===== config.mk =====
export PLATFORM = sky130hd
export DESIGN_NAME = s2mm_cmd_arbiter
export DESIGN_NICKNAME = d
export VERILOG_FILES = /design/src/rtl/s2mm_pkg.sv /design/src/rtl/s2mm_ring_addr.sv /design/src/rtl/s2mm_cmd_arbiter.sv
export SDC_FILE = /design/constraint.sdc
export NUM_CORES = 1
export LEC_CHECK = 0
export CORE_MARGIN = 2
export CORE_UTILIZATION = 38
export DETAILED_ROUTE_END_ITERATION = 7
export HOLD_SLACK_MARGIN = 0.05
export PLACE_DENSITY_LB_ADDON = 0.08
export SLEW_MARGIN = 20
export SYNTH_ARGS = -nofsm -noshare
export SYNTH_HDL_FRONTEND = slang
export SYNTH_SLANG_ARGS = --single-unit

===== constraint.sdc =====
create_clock -name clk_ps -period 2.2 [get_ports clk_ps]
set_input_delay 0.44 -clock clk_ps [delete_from_list [all_inputs] [get_ports clk_ps]]
set_output_delay 0.44 -clock clk_ps [all_outputs]
set_load 0.05 [all_outputs]

===== src/rtl/s2mm_pkg.sv =====
// Shared definitions for the S2MM command arbiter: FSM encoding, command field
// widths and the DataMover S2MM command builder.
package s2mm_pkg;

  localparam logic [1:0] ST_IDLE = 2'd0;
  localparam logic [1:0] ST_CMD  = 2'd1;
  localparam logic [1:0] ST_DATA = 2'd2;

  localparam int CMD_W  = 72;
  localparam int ADDR_W = 32;
  localparam int BTT_W  = 23;

  localparam logic CMD_EOF  = 1'b1;
  localparam logic CMD_TYPE = 1'b1;  // incrementing-address transfer

  function automatic logic [CMD_W-1:0] build_s2mm_cmd(input logic [ADDR_W-1:0] addr,
                                                      input logic [BTT_W-1:0]  btt);
    return {8'h00, addr, 1'b0, CMD_EOF, 6'h00, CMD_TYPE, btt};
  endfunction

endpackage


===== src/rtl/s2mm_ring_addr.sv =====
// Per-requester DDR ring-buffer pointer: advances one packet per completed
// transfer and wraps after DEPTH packets; pack_num counts 1..DEPTH.
module s2mm_ring_addr
  import s2mm_pkg::*;
#(
  parameter logic [ADDR_W-1:0] BASE  = 32'h3e00_0000,
  parameter logic [ADDR_W-1:0] STEP  = 32'd320,
  parameter int                DEPTH = 10
) (
  input  logic              clk_ps,
  input  logic              rst_n,
  input  logic              advance,
  output logic [ADDR_W-1:0] addr,
  output logic [31:0]       pack_num
);

  localparam logic [ADDR_W-1:0] LAST_ADDR = BASE + STEP * ADDR_W'(DEPTH - 1);
  localparam logic [31:0]       DEPTH_N   = 32'(DEPTH);

  // NOTE: sequential state uses non-blocking assignments so every register
  // samples the pre-edge values regardless of statement order.
  always_ff @(posedge clk_ps or negedge rst_n) begin
    if (!rst_n) begin
      addr     <= BASE;
      pack_num <= 32'd0;
    end else if (advance) begin
      addr     <= (addr == LAST_ADDR) ? BASE : addr + STEP;
      pack_num <= (pack_num == DEPTH_N) ? 32'd1 : pack_num + 32'd1;
    end
  end

endmodule


===== src/rtl/s2mm_cmd_arbiter.sv =====
// Round-robin sharing of one DataMover S2MM channel between two packet producers.
// Optional status-error counter enabled by defining S2MM_STS_EN.
module s2mm_cmd_arbiter
  import s2mm_pkg::*;
#(
  parameter logic [ADDR_W-1:0] START_ADDR0 = 32'h3e00_0000,
  parameter logic [ADDR_W-1:0] START_ADDR1 = 32'h3f00_0000,
  parameter logic [BTT_W-1:0]  BTT         = 23'd320,
  parameter int                DATA_PACK   = 10
) (
  input  logic             clk_ps,
  input  logic             rst_n,
  input  logic [1:0]       req_valid,
  output logic [1:0]       grant,
  input  logic [63:0]      s0_tdata,
  input  logic             s0_tvalid,
  input  logic             s0_tlast,
  output logic             s0_tready,
  input  logic [63:0]      s1_tdata,
  input  logic             s1_tvalid,
  input  logic             s1_tlast,
  output logic             s1_tready,
  output logic             m_cmd_tvalid,
  input  logic             m_cmd_tready,
  output logic [CMD_W-1:0] m_cmd_tdata,
  output logic [63:0]      m_tdata,
  output logic [7:0]       m_tkeep,
  output logic             m_tvalid,
  output logic             m_tlast,
  input  logic             m_tready,
  output logic [31:0]      pack_num0,
  output logic [31:0]      pack_num1,
  output logic             len_err
`ifdef S2MM_STS_EN
  ,
  input  logic             s_sts_tvalid,
  input  logic [7:0]       s_sts_tdata,
  output logic             s_sts_tready,
  output logic [15:0]      err_cnt
`endif
);

  localparam int                BEATS     = int'(BTT >> 3);
  localparam int                CNT_W     = $clog2(BEATS);
  localparam logic [CNT_W-1:0]  LAST_BEAT = CNT_W'(BEATS - 1);

  logic [1:0]        state;
  logic              sel;
  logic              last_grant;
  logic [CNT_W-1:0]  beat_cnt;
  logic [ADDR_W-1:0] addr0, addr1;
  logic              sel_tvalid, sel_tlast;
  logic [63:0]       sel_tdata;
  logic              next_sel, in_data, at_last, beat_acc, pkt_done;

  // NOTE: every always_comb output gets a default first, so no path can
  // leave a signal unassigned and infer a latch.
  always_comb begin
    sel_tdata  = s0_tdata;
    sel_tvalid = s0_tvalid;
    sel_tlast  = s0_tlast;
    if (sel) begin
      sel_tdata  = s1_tdata;
      sel_tvalid = s1_tvalid;
      sel_tlast  = s1_tlast;
    end
  end

  // Tie-break favours the requester that was not served last.
  assign next_sel = (req_valid == 2'b11) ? ~last_grant : req_valid[1];
  assign in_data  = (state == ST_DATA);
  assign at_last  = (beat_cnt == LAST_BEAT);
  assign beat_acc = m_tvalid & m_tready;
  assign pkt_done = beat_acc & at_last;

  assign grant        = (state == ST_IDLE) ? 2'b00 : {sel, ~sel};
  assign m_cmd_tvalid = (state == ST_CMD);
  assign m_cmd_tdata  = build_s2mm_cmd(sel ? addr1 : addr0, BTT);
  assign m_tdata      = sel_tdata;
  assign m_tkeep      = 8'hff;
  assign m_tvalid     = in_data & sel_tvalid;
  assign m_tlast      = at_last & m_tvalid;
  assign s0_tready    = in_data & ~sel & m_tready;
  assign s1_tready    = in_data &  sel & m_tready;

  always_ff @(posedge clk_ps or negedge rst_n) begin
    if (!rst_n) begin
      state      <= ST_IDLE;
      sel        <= 1'b0;
      last_grant <= 1'b1;
      beat_cnt   <= '0;
      len_err    <= 1'b0;
    end else begin
      case (state)
        ST_IDLE: begin
          if (req_valid != 2'b00) begin
            sel   <= next_sel;
            state <= ST_CMD;
          end
        end
        ST_CMD: begin
          if (m_cmd_tready) state <= ST_DATA;
        end
        ST_DATA: begin
          if (beat_acc) begin
            // The beat count, not the producer's tlast, defines packet end.
            if (sel_tlast != at_last) len_err <= 1'b1;
            if (at_last) begin
              beat_cnt   <= '0;
              last_grant <= sel;
              state      <= ST_IDLE;
            end else begin
              beat_cnt <= beat_cnt + 1'b1;
            end
          end
        end
        default: state <= ST_IDLE;
      endcase
    end
  end

  s2mm_ring_addr #(
    .BASE  (START_ADDR0),
    .STEP  (ADDR_W'(BTT)),
    .DEPTH (DATA_PACK)
  ) u_ring0 (
    .clk_ps   (clk_ps),
    .rst_n    (rst_n),
    .advance  (pkt_done & ~sel),
    .addr     (addr0),
    .pack_num (pack_num0)
  );

  s2mm_ring_addr #(
    .BASE  (START_ADDR1),
    .STEP  (ADDR_W'(BTT)),
    .DEPTH (DATA_PACK)
  ) u_ring1 (
    .clk_ps   (clk_ps),
    .rst_n    (rst_n),
    .advance  (pkt_done & sel),
    .addr     (addr1),
    .pack_num (pack_num1)
  );

`ifdef S2MM_STS_EN
  assign s_sts_tready = 1'b1;

  // Status bits 6:4 flag DMA internal, slave and decode errors.
  always_ff @(posedge clk_ps or negedge rst_n) begin
    if (!rst_n) begin
      err_cnt <= 16'd0;
    end else if (s_sts_tvalid && (|s_sts_tdata[6:4]) && (err_cnt != 16'hffff)) begin
      err_cnt <= err_cnt + 16'd1;
    end
  end
`endif

endmodule


# Yosys cells after proc, flatten, opt, wreduce, memory -nomap -nowiden
# Index checks and enable logic that the tools add are counted.
# word_totals
input_bits	138
out_inout_bits	216
ff_bits	139
elab_cells	62
# op_classes
addsub	5
mux	16
bitwise	12
n_eq_ne	13
reduce_logical	7
# ops
op	n
two-way mux 32 bit	5
adder 32 x 1 -> 32 bit, second input constant	2
adder 32 x 9 -> 32 bit, second input constant	2
equality test 32 x 30 -> 1 bit, second input constant	2
equality test 32 x 4 -> 1 bit, second input constant	2
two-way mux 64 bit	1
AND 1 bit	10
two-way mux 2 bit	5
!= test 2 x 1 -> 1 bit, second input constant	4
adder 6 x 1 -> 6 bit, second input constant	1
equality test 6 bit, second input constant	1
two-way mux 6 bit	1
one-hot mux 2 bit (3 select lines)	1
AND reduction 3 bit	2
equality test 2 bit, second input constant	2
AND reduction 2 bit	2
AND reduction 4 bit	1
two-way mux 1 bit	3
equality test 2 x 1 -> 1 bit, second input constant	1
logical NOT 2 bit	1
inverter 1 bit	2
nonzero test 2 bit	1
!= test 1 bit	1

# Logic depth before layout (Yosys ltp)
# Gate-level depths: netlist of run 1.
# logic_depth
depth_word	5
ltp_mapped	8
mapped_depth_nobuf	7

# Hierarchy
# From an unflattened synthesis of run 1, not the netlist that was laid out.
# hier_totals
hier_cells	749
area_unflattened_um2	7901.3
# by_module_without_submodules
module	area_each_um2	instances	seq_area_each_um2	cells_per_inst
s2mm_ring_addr (u_ring0)	2911.5	1	1457.6	269
s2mm_ring_addr (u_ring1)	2847.7	1	1458.9	262
s2mm_cmd_arbiter	2142.1	1	276.5	218

# Least setup slack after synthesis of run 1
# Ideal clock, no wire load.
# synth_path
path_kind	reg2out
from	reg sel
to	out m_cmd_tdata[39]
arrival_ns	2.045
setup_slack_ns	-0.285
stages_incl_launch_ff	5
cell_sequence	dfrtp_1 > buf_4 > clkbuf_1 > clkbuf_1 > o21ai_0
# synth_between
elab_chain_cells	1
# synth_rtl
element	line	source
from (decl)	s2mm_cmd_arbiter.sv:48	logic sel;
from (signal assigned)	s2mm_cmd_arbiter.sv:97	sel <= next_sel;
two-way mux 32 bit	s2mm_cmd_arbiter.sv:78	assign m_cmd_tdata = build_s2mm_cmd(sel ? addr1 : addr0, BTT);
to (decl)	s2mm_cmd_arbiter.sv:25	output logic [CMD_W-1:0] m_cmd_tdata,
# Every way passes these cells.

# Worst setup path after layout of run 1
# layout_path
from	reg sel
to	out m_tdata[15]
# layout_between
elab_chain_cells	1
# layout_rtl
element	line	source
two-way mux 64 bit	s2mm_cmd_arbiter.sv:62	if (sel) begin
to (decl)	s2mm_cmd_arbiter.sv:26	output logic [63:0] m_tdata,
# Every way passes these cells.

==> impl_results.md, run 1 <==
* Pwr/cell area at 890 nW/µm²
* CTS buffer count at 17
* Final Max Slew Viols at 0
* Flops & latches, synth at 127
* Comb pwr share at 0.517
* Fin crit share at 1.02
* Vias in the first global route at 7,271
* Gate Count Post-Synth at 784
* Seq/Total Area, Yosys at 0.410
* Clock share of power at 0.265
* Final setup vio count at 7
* Critical path class: reg2out
* CTS Sinks at 127
* TNS Setup at -0.130 ns
* Biggest fanout along the worst timing path at 9
* Critical Path Stages at 4
* Total core area at 20,200 µm²
* CTS tree: built
* Cell Area, Placed at 11,400 µm²
* Die area at 21,700 µm²
* Worst slew pin tran at 0.565 ns
* Pre-antenna DRT Iters at 5
* Initial antenna violation count at 0
* Delay-heaviest family, CP: flip-flops
* DIE WIDTH at 147 µm
* Mapped Area at 7800 µm²
* Initial Util at 0.387
* Sw Pwr at 0.00431 W
* # DRC at 0
* Worst setup SP type: register
* Pre-CTS setup slack at -0.396 ns
* Sequential power share at 0.218
* Cells on worst reg2reg path at 8
* Syn avg cell area at 9.94 µm²
* Detail Route Antenna Nets at 0
* Flop-to-flop setup slack at 0.02 ns
* Max-cap violations at 0
* Avg WL per Cell at 18.2 µm
* Top cell type's share of synthesized area at 0.369
* Cell Int Power at 0.00705 W
* FFs w/ async S/R, synth at 1.00
* Clock-pin slew on the worst setup and hold paths at 0.06 ns
* RSZ-0062 raised after global routing: true
* Min Tclk post-route at 2.23 ns
* Status: finished, violations left
* Root Buffer: clkbuf_16
* Critical Path Sink Type: output pin
* Vias/cell at 5.06
* Die Y-Extent at 147 µm
* Htree depth at 4
* Critical Path Source: sel$_DFFE_PN0P_
* Peak per-stage delay on the critical path at 0.52 ns
* Unique masters post-synth at 53
* Worst-skew pair later-pin latency at 0.42 ns
* Port buffer count at 299
* Crit path cell chain: buf_12 > clkbuf_16 > mux2_4 > buf_12
* Top post-synthesis cells by area: dfrtp_1 (37%), mux2_2 (13%), xnor2_1 (5.6%)
* Setup ws final at -0.0342 ns
* Area leader, netlist: dfrtp_1
* Hold Crit Class: in2async
* Final Wtd Congestion at 0.827
* Failing checks: setup timing
* Maximum VDD drop at 605 µV
* CTS Buffer Depth at 2
* Post-synth EDFFs at 0
* Buf/Inv on CP at 3
* NumNets Final at 1,296
* CP arrival at 1.79 ns
* HPWL after detailed placement at 19,000 µm
* Ratio of cells with drive above 1 in the final layout at 0.300
* GRT Overall Usage at 0.232
* F_max at 0.448 GHz
* Diodes inserted at 0
* Largest net degree at the start of global routing at 57
* Pleak at 6.09 nW
* Core Util, Final at 0.633
* Iteration-0 DRC count of the detailed router at 296
* CP dominant cell by count: buf_12
* Most frequent cells in the layout: clkdlybuf4s50_1 (181), dfrtp_1 (107), buf_4 (87)
* Max_slew headroom at 0.622
* Post-route design area at 12,800 µm²
* Io pins at 354
* Commonest non-fill, non-tap cell in the layout: clkdlybuf4s50_1
* FP Rows at 52
* Final Hold Viols at 0
* Yosys warning total at 0
* R2r startpoint: sel$_DFFE_PN0P_
* Slowest-stage cell, CP: dfrtp_4
* Clk_skew at 0.00958 ns
* Area growth syn-to-layout at 63.8%
* CP required at 1.76 ns
* Sw frac at 0.380
* First-pass GRT wire length at 39,400 µm
* Ys flop type: dfrtp_1
* Routed wire length at 26,100 µm
* Vias post-DR at 7,253
* Remaining global-route overflow at 0
[logic make-up after synthesis]
kind of cell | count (synthesis) | synth area share
DFF | 127 | 0.410
AOI/OAI and AO/OA | 51 | 0.0374
adders and majority gates | 9 | 0.0144
muxes | 91 | 0.131
buffers and inverters | 95 | 0.0729
xor gates and xnor gates | 95 | 0.107
and+or+nand+nor | 314 | 0.227
other | 2 | 0.000963
[metal layers]
| layer | wire [µm] | up-vias | part of all wire | GRT usage |
|---|---|---|---|---|
| met3 | 1720 | 21 | 0.066 | 0.0643 |
| met1 | 10600 | 3528 | 0.41 | 0.273 |
| li1 | - | 3426 | - | - |
| met4 | 257 | 0 | 0.0099 | 0.0529 |
| met2 | 13500 | 278 | 0.52 | 0.422 |
| met5 | 0 | - | 0 | 0 |
[final cells by class]
type / count / area, µm²
sequential: 127 / 3210
multi-input combinational: 614 / 4410
tap: 270 / 338
inverter: 15 / 56.3
clock buffer: 27 / 533
clock inverter: 5 / 100
timing repair buffer: 374 / 4120
fill: 1675 / 7400
[power groups by stage]
stage               registers (W)  clock network, W  logic [W]
finish                    0.00248           0.00301    0.00588
global route              0.00249           0.00316    0.00607
CTS                       0.00248           0.00305    0.00546
detailed placement        0.00252                 0    0.00493
global placement          0.00252                 0    0.00492
floorplan                 0.00252                 0    0.00305
[final timing paths]
path / endpoint
max: m_tdata[15]
min: u_ring0.pack_num[17]$_DFFE_PN0P_
max reg2reg: u_ring1.pack_num[27]$_DFFE_PN0P_
min reg2reg: len_err$_DFFE_PN0P_
max in group asynchronous: u_ring1.addr[26]$_DFFE_PN1P_
min in group clk_ps: len_err$_DFFE_PN0P_
[worst reg2reg max path: cells and delay by family (launching register included)]
kind	cells	cell delay [ns]
flops	1	0.47
xor+xnor	1	0.15
simple gates	4	1.06
buf+inv	3	0.39
[registers in the layout, summed over array words and instances (netlist names)]
name	flops
u_ring0.pack_num	32
u_ring1.pack_num	32
u_ring0.addr	26
u_ring1.addr	26
beat_cnt	6
state	2
last_grant	1
len_err	1
sel	1
[cells in the mapped netlist, types with 3 or more instances]
master and instances:
dfrtp_1 115, mux2_2 89, nand2_1 68, buf_4 55
xnor2_1 50, nor2_1 45, xor2_1 45, nand3_1 39
nand4_1 32, nor3_1 30, o21ai_0 24, and3_1 21
clkbuf_1 19, nor4_1 19, inv_1 15, dfstp_2 12
a21oi_1 11, and4_1 11, ha_1 9, nor4b_1 7
or4_1 7, nor3_2 5, o31ai_1 5, a31oi_1 4
a21o_1 3, buf_2 3, nand2b_1 3, or2_2 3
or3_1 3
[stage by stage]
stage | instances | hold WS (ns) | power (W)
global route | 1432 | 0.464 | 0.0117
floorplan | 836 | 0.144 | 0.00557
detailed placement | 1380 | 0.327 | 0.00745
global placement | 1380 | 0.331 | 0.00743
finish | 1432 | 0.440 | 0.0114
CTS | 1423 | 0.421 | 0.0110
[timing repair]
action	CTS	global route
hold endpoints to repair	12	0
setup buffers	6	4
endpoints found under the setup margin	97	90
gates cloned	4	6
pin swaps	0	9
gates resized for setup	46	69
hold buffers	1	0
Power figures use the tool's default switching activity.
==> inputs of run 2 (changes only) <==
- clock period: 2.2 -> 2 ns (I/O delays scaled with it)
==> run 2 against run 1 <==
  * The run still ends with setup timing left
  * Clock skew up 0.00080 ns
  * Clock power grew 12%
  * Die area unchanged
  * Combinational power rose by 18%
  * Final cell count up 3.6%
  * Setup slack got worse by 0.15 ns
  * Power up 15%
  * Largest cell class unchanged
==> impl_results.md, run 2 (synthesis gave the netlist of run 1 again) <==
* Status: finished, violations left
* Failing checks: setup timing
* Sequential power share at 0.208 (-0.010)
* Vias/cell at 5.11 (+0.94%)
* Worst setup SP type: register
* Detail Route Antenna Nets at 0 (unchanged)
* Cell Area, Placed at 11,600 µm² (+1.7%)
* Cell Int Power at 0.00802 W (+14%)
* # DRC at 0 (unchanged)
* Clock share of power at 0.260 (-0.005)
* Total core area at 20,200 µm² (unchanged)
* Setup ws final at -0.180 ns (-0.146 ns)
* Maximum VDD drop at 975 µV (+61%)
* Worst-skew pair later-pin latency at 0.43 ns (about the same)
* Min Tclk post-route at 2.18 ns
* Sw Pwr at 0.00502 W (+16%)
* Area growth syn-to-layout at 75.4%
* DP Cell Count at 1,415 (+2.5%)
* HPWL after detailed placement at 20,300 µm (+7.0%)
* Root Buffer: clkbuf_16
* Htree depth at 4 (unchanged)
* GRT Overall Usage at 0.243 (+0.0110)
* Vias post-DR at 7,582 (+4.5%)
* Clk_skew at 0.0104 ns (+0.000797 ns)
* Routed wire length at 27,800 µm (+6.9%)
* Buf/Inv on CP at 3 (unchanged)
* Pwr/cell area at 954 nW/µm² (+7.2%)
* Non-Filler Instances at 1,483 (+3.6%)
* CP arrival at 1.78 ns (about the same)
* Ratio of cells with drive above 1 in the final layout at 0.413 (+0.112)
* Max-cap violations at 0 (unchanged)
* DIE WIDTH at 147 µm (unchanged)
* Die Y-Extent at 147 µm (unchanged)
* Fin crit share at 1.09
* TNS Setup at -15.09 ns (-14.96 ns)
* Clock-pin slew on the worst setup and hold paths at 0.06 ns (about the same)
* Comb pwr share at 0.533 (+0.016)
* NumNets Final at 1,346 (+3.9%)
* Min Hold Slack at 0.354 ns (-0.0852 ns)
* Critical Path Sink Type: output pin
* Initial antenna violation count at 0 (unchanged)
* CTS buffer count at 17 (unchanged)
* Delay-heaviest family, CP: flip-flops
* RSZ-0062 raised after global routing: true
* CTS tree: built
* Biggest fanout along the worst timing path at 8 (-1)
* Hold Crit Class: in2async
* Largest net degree at the start of global routing at 71 (+25%)
* Largest registers: u_ring0.pack_num: 32 flops, u_ring1.pack_num: 32 flops
* Most frequent cells in the layout: buf_4 (139), clkdlybuf4s50_1 (136), dfrtp_1 (104)
* CP required at 1.60 ns (-0.16 ns)
* CTS Sinks at 127 (unchanged)
* Critical path class: reg2out
* Io pins at 354 (unchanged)
* Pleak at 6.66 nW (+9.2%)
* Avg WL per Cell at 18.8 µm (+3.2%)
* Final setup vio count at 121 (+114)
* Fill cells at 1,577 (-5.9%)
* Sw frac at 0.385 (+0.00559)
* Final Hold Viols at 0 (unchanged)
* Area of the multi-input gates at 4890 µm² (+11%)
* FP Rows at 52 (unchanged)
* F_max at 0.459 GHz
* Peak per-stage delay on the critical path at 0.52 ns (about the same)
* Max_slew headroom at 0.611 (-0.0115)
* Final Max Slew Viols at 0 (unchanged)
* Pre-CTS setup slack at -0.436 ns (-0.0402 ns)
* CTS Buffer Depth at 2 (unchanged)
* Register Area at 3210 µm² (+0.12%)
* Worst slew pin tran at 0.582 ns (+0.0161 ns)
* Initial Util at 0.387 (unchanged)
* Pre-antenna DRT Iters at 7 (+2)
* Crit path cell chain: buf_12 > clkbuf_16 > mux2_4 > buf_6
* Iteration-0 DRC count of the detailed router at 390 (+32%)
* Remaining global-route overflow at 0 (unchanged)
* Final Wtd Congestion at 0.806 (-2.6%)
* Post-route design area at 13,700 µm² (+7.1%)
* First-pass GRT wire length at 41,000 µm (+4.0%)
* Slowest-stage cell, CP: dfrtp_4
* Port buffer count at 299 (unchanged)
* Vias in the first global route at 7,268 (-0.041%)
* Commonest non-fill, non-tap cell in the layout: buf_4
* Die area at 21,700 µm² (unchanged)
-- run 2: path summary, 6_finish.rpt --
kind / startpoint / end / slack, ns / depth (start not counted)
min in group clk_ps: len_err$_DFFE_PN0P_ / len_err$_DFFE_PN0P_ / 0.45 / 1
setup / recovery: sel$_DFFE_PN0P_ / m_cmd_tdata[43] / -0.18 / 4
setup reg to reg: sel$_DFFE_PN0P_ / u_ring0.pack_num[28]$_DFFE_PN0P_ / -0.12 / 6
max in group asynchronous: rst_n / u_ring0.addr[26]$_DFFE_PN1P_ / 0.97 / 3
hold reg to reg: len_err$_DFFE_PN0P_ / len_err$_DFFE_PN0P_ / 0.45 / 1
hold / removal: rst_n / u_ring0.pack_num[20]$_DFFE_PN0P_ / 0.35 / 2
-- run 2: worst register-to-register path, cell delays in order, from the launching register on --
cell and delay [ns]:
dfrtp_4 0.52, and4bb_4 0.38, nand2_2 0.07, or4_4 0.58
buf_4 0.17, nor4_4 0.14, xor2_1 0.17
-- run 2: layer usage --
| metal | wire length [µm] | part of all wire | vias up | track usage |
|---|---|---|---|---|
| li1 | - | - | 3532 | - |
| met1 | 11100 | 0.40 | 3730 | 0.308 |
| met2 | 14500 | 0.52 | 295 | 0.423 |
| met3 | 1810 | 0.065 | 25 | 0.0615 |
| met4 | 447 | 0.016 | 0 | 0.0514 |
| met5 | 0 | 0 | - | 0 |
-- run 2: what timing repair did --
item	in CTS	in global routing
endpoints found under the hold margin	10	0
hold buffers	1	0
cloned	4	6
pin swaps	6	55
buffers inserted	4	22
setup endpoints to repair	121	149
gates resized for setup	131	117
-- run 2: final cells by class --
| cell class | instances | share of cell area |
|---|---|---|
| Multi-Input combinational cell | 615 | 0.358 |
| Timing Repair Buffer | 423 | 0.331 |
| Sequential cell | 127 | 0.235 |
| Clock buffer | 20 | 0.0334 |
| Tap cell | 270 | 0.0247 |
| Clock inverter | 12 | 0.0134 |
| Inverter | 15 | 0.00430 |
| Antenna cell | 1 | 0.000183 |
-- run 2: through the flow --
stage | util | power [W]
floorplan | - | 0.00618
global placement | 0.576 | 0.00837
detailed placement | 0.576 | 0.00838
CTS | 0.637 | 0.0126
global route | 0.678 | 0.0134
finish | 0.678 | 0.0130
-- run 2: power groups by stage --
stage / Sequential [W] / Clock (W) / Combinational (W)
floorplan: 0.00277 / 0 / 0.00340
global placement: 0.00273 / 0 / 0.00563
detailed placement: 0.00274 / 0 / 0.00564
CTS: 0.00270 / 0.00341 / 0.00647
global route: 0.00272 / 0.00353 / 0.00715
finish: 0.00271 / 0.00338 / 0.00695
==> inputs of run 3 (changes only) <==
- TNS_END_PERCENT: default -> 50
==> run 3 against run 2 <==
  * The flow still finishes with violations (setup timing)
  * Wire length decreased by 4.0%
  * Hold slack improved by 0.049 ns
  * Sequential cell count unchanged
  * Critical endpoint is now m_tdata[12]
  * Largest power group unchanged
  * Highest routed layer is now met5
==> impl_results.md, run 3 (synthesis gave the netlist of run 1 again) <==
* Status: finished, violations left
* Failing checks: setup timing
* Maximum VDD drop at 728 µV (-25%)
* Hold Crit Class: in2async
* TNS Setup at -12.76 ns (+2.33 ns)
* RSZ-0062 raised after global routing: true
* GRT Overall Usage at 0.235 (-0.00817)
* FP Rows at 52 (unchanged)
* Die area at 21,700 µm² (unchanged)
* Final setup vio count at 111 (-8.3%)
* Worst slew pin tran at 0.511 ns (-0.0709 ns)
* Vias in the first global route at 7,261 (-0.096%)
* Reg2reg end: u_ring1.pack_num[29]$_DFFE_PN0P_
* CTS Sinks at 127 (unchanged)
* CP arrival at 1.76 ns (-0.02 ns)
* Commonest non-fill, non-tap cell in the layout: buf_4
* Final Hold Viols at 0 (unchanged)
* NumNets Final at 1,330 (-1.2%)
* Remaining global-route overflow at 0 (unchanged)
* Pwr/cell area at 947 nW/µm² (-0.68%)
* Total core area at 20,200 µm² (unchanged)
* Clock share of power at 0.259 (about the same)
* Clk_skew at 0.00767 ns (-0.00272 ns)
* Flop-to-flop setup slack at -0.08 ns (+0.04 ns)
* Vias/cell at 5.04 (-1.4%)
* R2r startpoint: sel$_DFFE_PN0P_
* Sequential power share at 0.223 (+0.015)
* Max-cap violations at 0 (unchanged)
* Sw Pwr at 0.00473 W (-5.9%)
* Port buffer count at 299 (unchanged)
* F_max at 0.462 GHz (+0.75%)
* CTS Buffer Depth at 2 (unchanged)
* Root Buffer: clkbuf_16
* Final Max Slew Viols at 0 (unchanged)
* Crit path cell chain: buf_12 > clkbuf_16 > mux2_2 > buf_6
* Largest registers: u_ring0.pack_num: 32 flops, u_ring1.pack_num: 32 flops
* Critical path class: reg2out
* Die Y-Extent at 147 µm (unchanged)
* Area growth syn-to-layout at 64.7%
* Delay-heaviest family, CP: buffers and inverters
* # DRC at 0 (unchanged)
* Iteration-0 DRC count of the detailed router at 343 (-12%)
* CTS tree: built
* Sw frac at 0.389 (+0.00354)
* Buf/Inv on CP at 3 (unchanged)
* Largest net degree at the start of global routing at 43 (-39%)
* Slowest-stage cell, CP: dfrtp_4
* Vias post-DR at 7,400 (-2.4%)
* Initial antenna violation count at 2 (+2)
* CP required at 1.60 ns (about the same)
* Pre-antenna DRT Iters at 5 (-2)
* Critical Path Sink Type: output pin
* HPWL after detailed placement at 20,100 µm (-1.2%)
* Comb pwr share at 0.518 (-0.015)
* Ratio of cells with drive above 1 in the final layout at 0.385 (-0.0271)
* Post-route design area at 12,800 µm² (-6.1%)
* Core Util, Final at 0.637 (-0.0412)
* Pleak at 6.10 nW (-8.3%)
* Htree depth at 4 (unchanged)
* Detail Route Antenna Nets at 0 (unchanged)
* DIE WIDTH at 147 µm (unchanged)
* Peak per-stage delay on the critical path at 0.47 ns (-0.05 ns)
* Clock-pin slew on the worst setup and hold paths at 0.06 ns (about the same)
* Worst-skew pair later-pin latency at 0.42 ns (about the same)
* Io pins at 354 (unchanged)
* CTS buffer count at 17 (unchanged)
* First-pass GRT wire length at 39,900 µm (-2.7%)
* Cells on worst reg2reg path at 7 (+1)
* Cell Int Power at 0.00744 W (-7.2%)
* Setup ws final at -0.164 ns (+0.0162 ns)
* Final Wtd Congestion at 0.788 (-2.2%)
* Initial Util at 0.387 (unchanged)
* Fin crit share at 1.08 (-0.00809)
* Fill cells at 1,666 (+5.6%)
* Max_slew headroom at 0.661 (+0.0500)
* Avg WL per Cell at 18.2 µm (-3.0%)
* Cell Area, Placed at 11,400 µm² (-1.9%)
* Most frequent cells in the layout: buf_4 (141), clkdlybuf4s50_1 (135), dfrtp_1 (104)
* Min Tclk post-route at 2.16 ns (-0.0162 ns)
* Critical Path Stages at 4 (unchanged)
* Routed wire length at 26,700 µm (-4.0%)
* Worst setup SP type: register
* Biggest fanout along the worst timing path at 10 (+2)
run 3: worst max-delay path by stage:
stage                                          startpoint                                to
final                                     sel$_DFFE_PN0P_                       m_tdata[12]
after global routing                      sel$_DFFE_PN0P_                        m_tdata[6]
after global placement                           m_tready      u_ring0.addr[31]$_DFFE_PN0P_
after CTS                                 sel$_DFFE_PN0P_                        m_tdata[8]
after floorplan           u_ring0.pack_num[9]$_DFFE_PN0P_  u_ring0.pack_num[28]$_DFFE_PN0P_
after detailed placement                         m_tready  u_ring0.pack_num[28]$_DFFE_PN0P_
run 3: layout make-up:
type	count	area, µm²	area share
repair buffers	408	4140	0.322
clock buffers	22	464	0.0361
inverters	15	56.3	0.00438
multi-input cells	614	4500	0.350
diodes	2	5.00	0.000390
clock inverters	10	136	0.0106
well taps	270	338	0.0263
flip-flops and latches	127	3210	0.250
run 3: power by group through the flow:
stage | clock (W) | combinational, W | sequential [W]
2_1_floorplan | 0 | 0.00339 | 0.00277
3_3_place_gp | 0 | 0.00525 | 0.00274
3_5_place_dp | 0 | 0.00526 | 0.00274
4_1_cts | 0.00320 | 0.00581 | 0.00270
5_1_grt | 0.00330 | 0.00652 | 0.00272
6_report | 0.00315 | 0.00631 | 0.00271
run 3: per-stage QoR:
| stage | hold WS [ns] | total power, W | setup slack [ns] | instances |
|---|---|---|---|---|
| CTS | 0.390 | 0.0117 | -0.217 | 1456 |
| finish | 0.404 | 0.0122 | -0.164 | 1468 |
| global placement | 0.298 | 0.00799 | -0.431 | 1418 |
| detailed placement | 0.294 | 0.00800 | -0.478 | 1418 |
| global route | 0.426 | 0.0125 | -0.197 | 1468 |
| floorplan | 0.104 | 0.00616 | -0.153 | 836 |
run 3: per-layer routing:
metal  vias up  wire length (µm)  GRT usage
met5         -                12          0
met4         2               551     0.0736
met3        35              1690     0.0525
met2       296             13800      0.425
met1      3580             10700      0.278
li1       3487                 -          -
run 3: timing repair:
item                       CTS  global route
hold buffers                 1             0
gates resized for setup    102            62
pin swaps                    4            14
cloned                       2             6
setup endpoints to repair  117           155
setup buffers                3             4
hold endpoints to repair    14             0
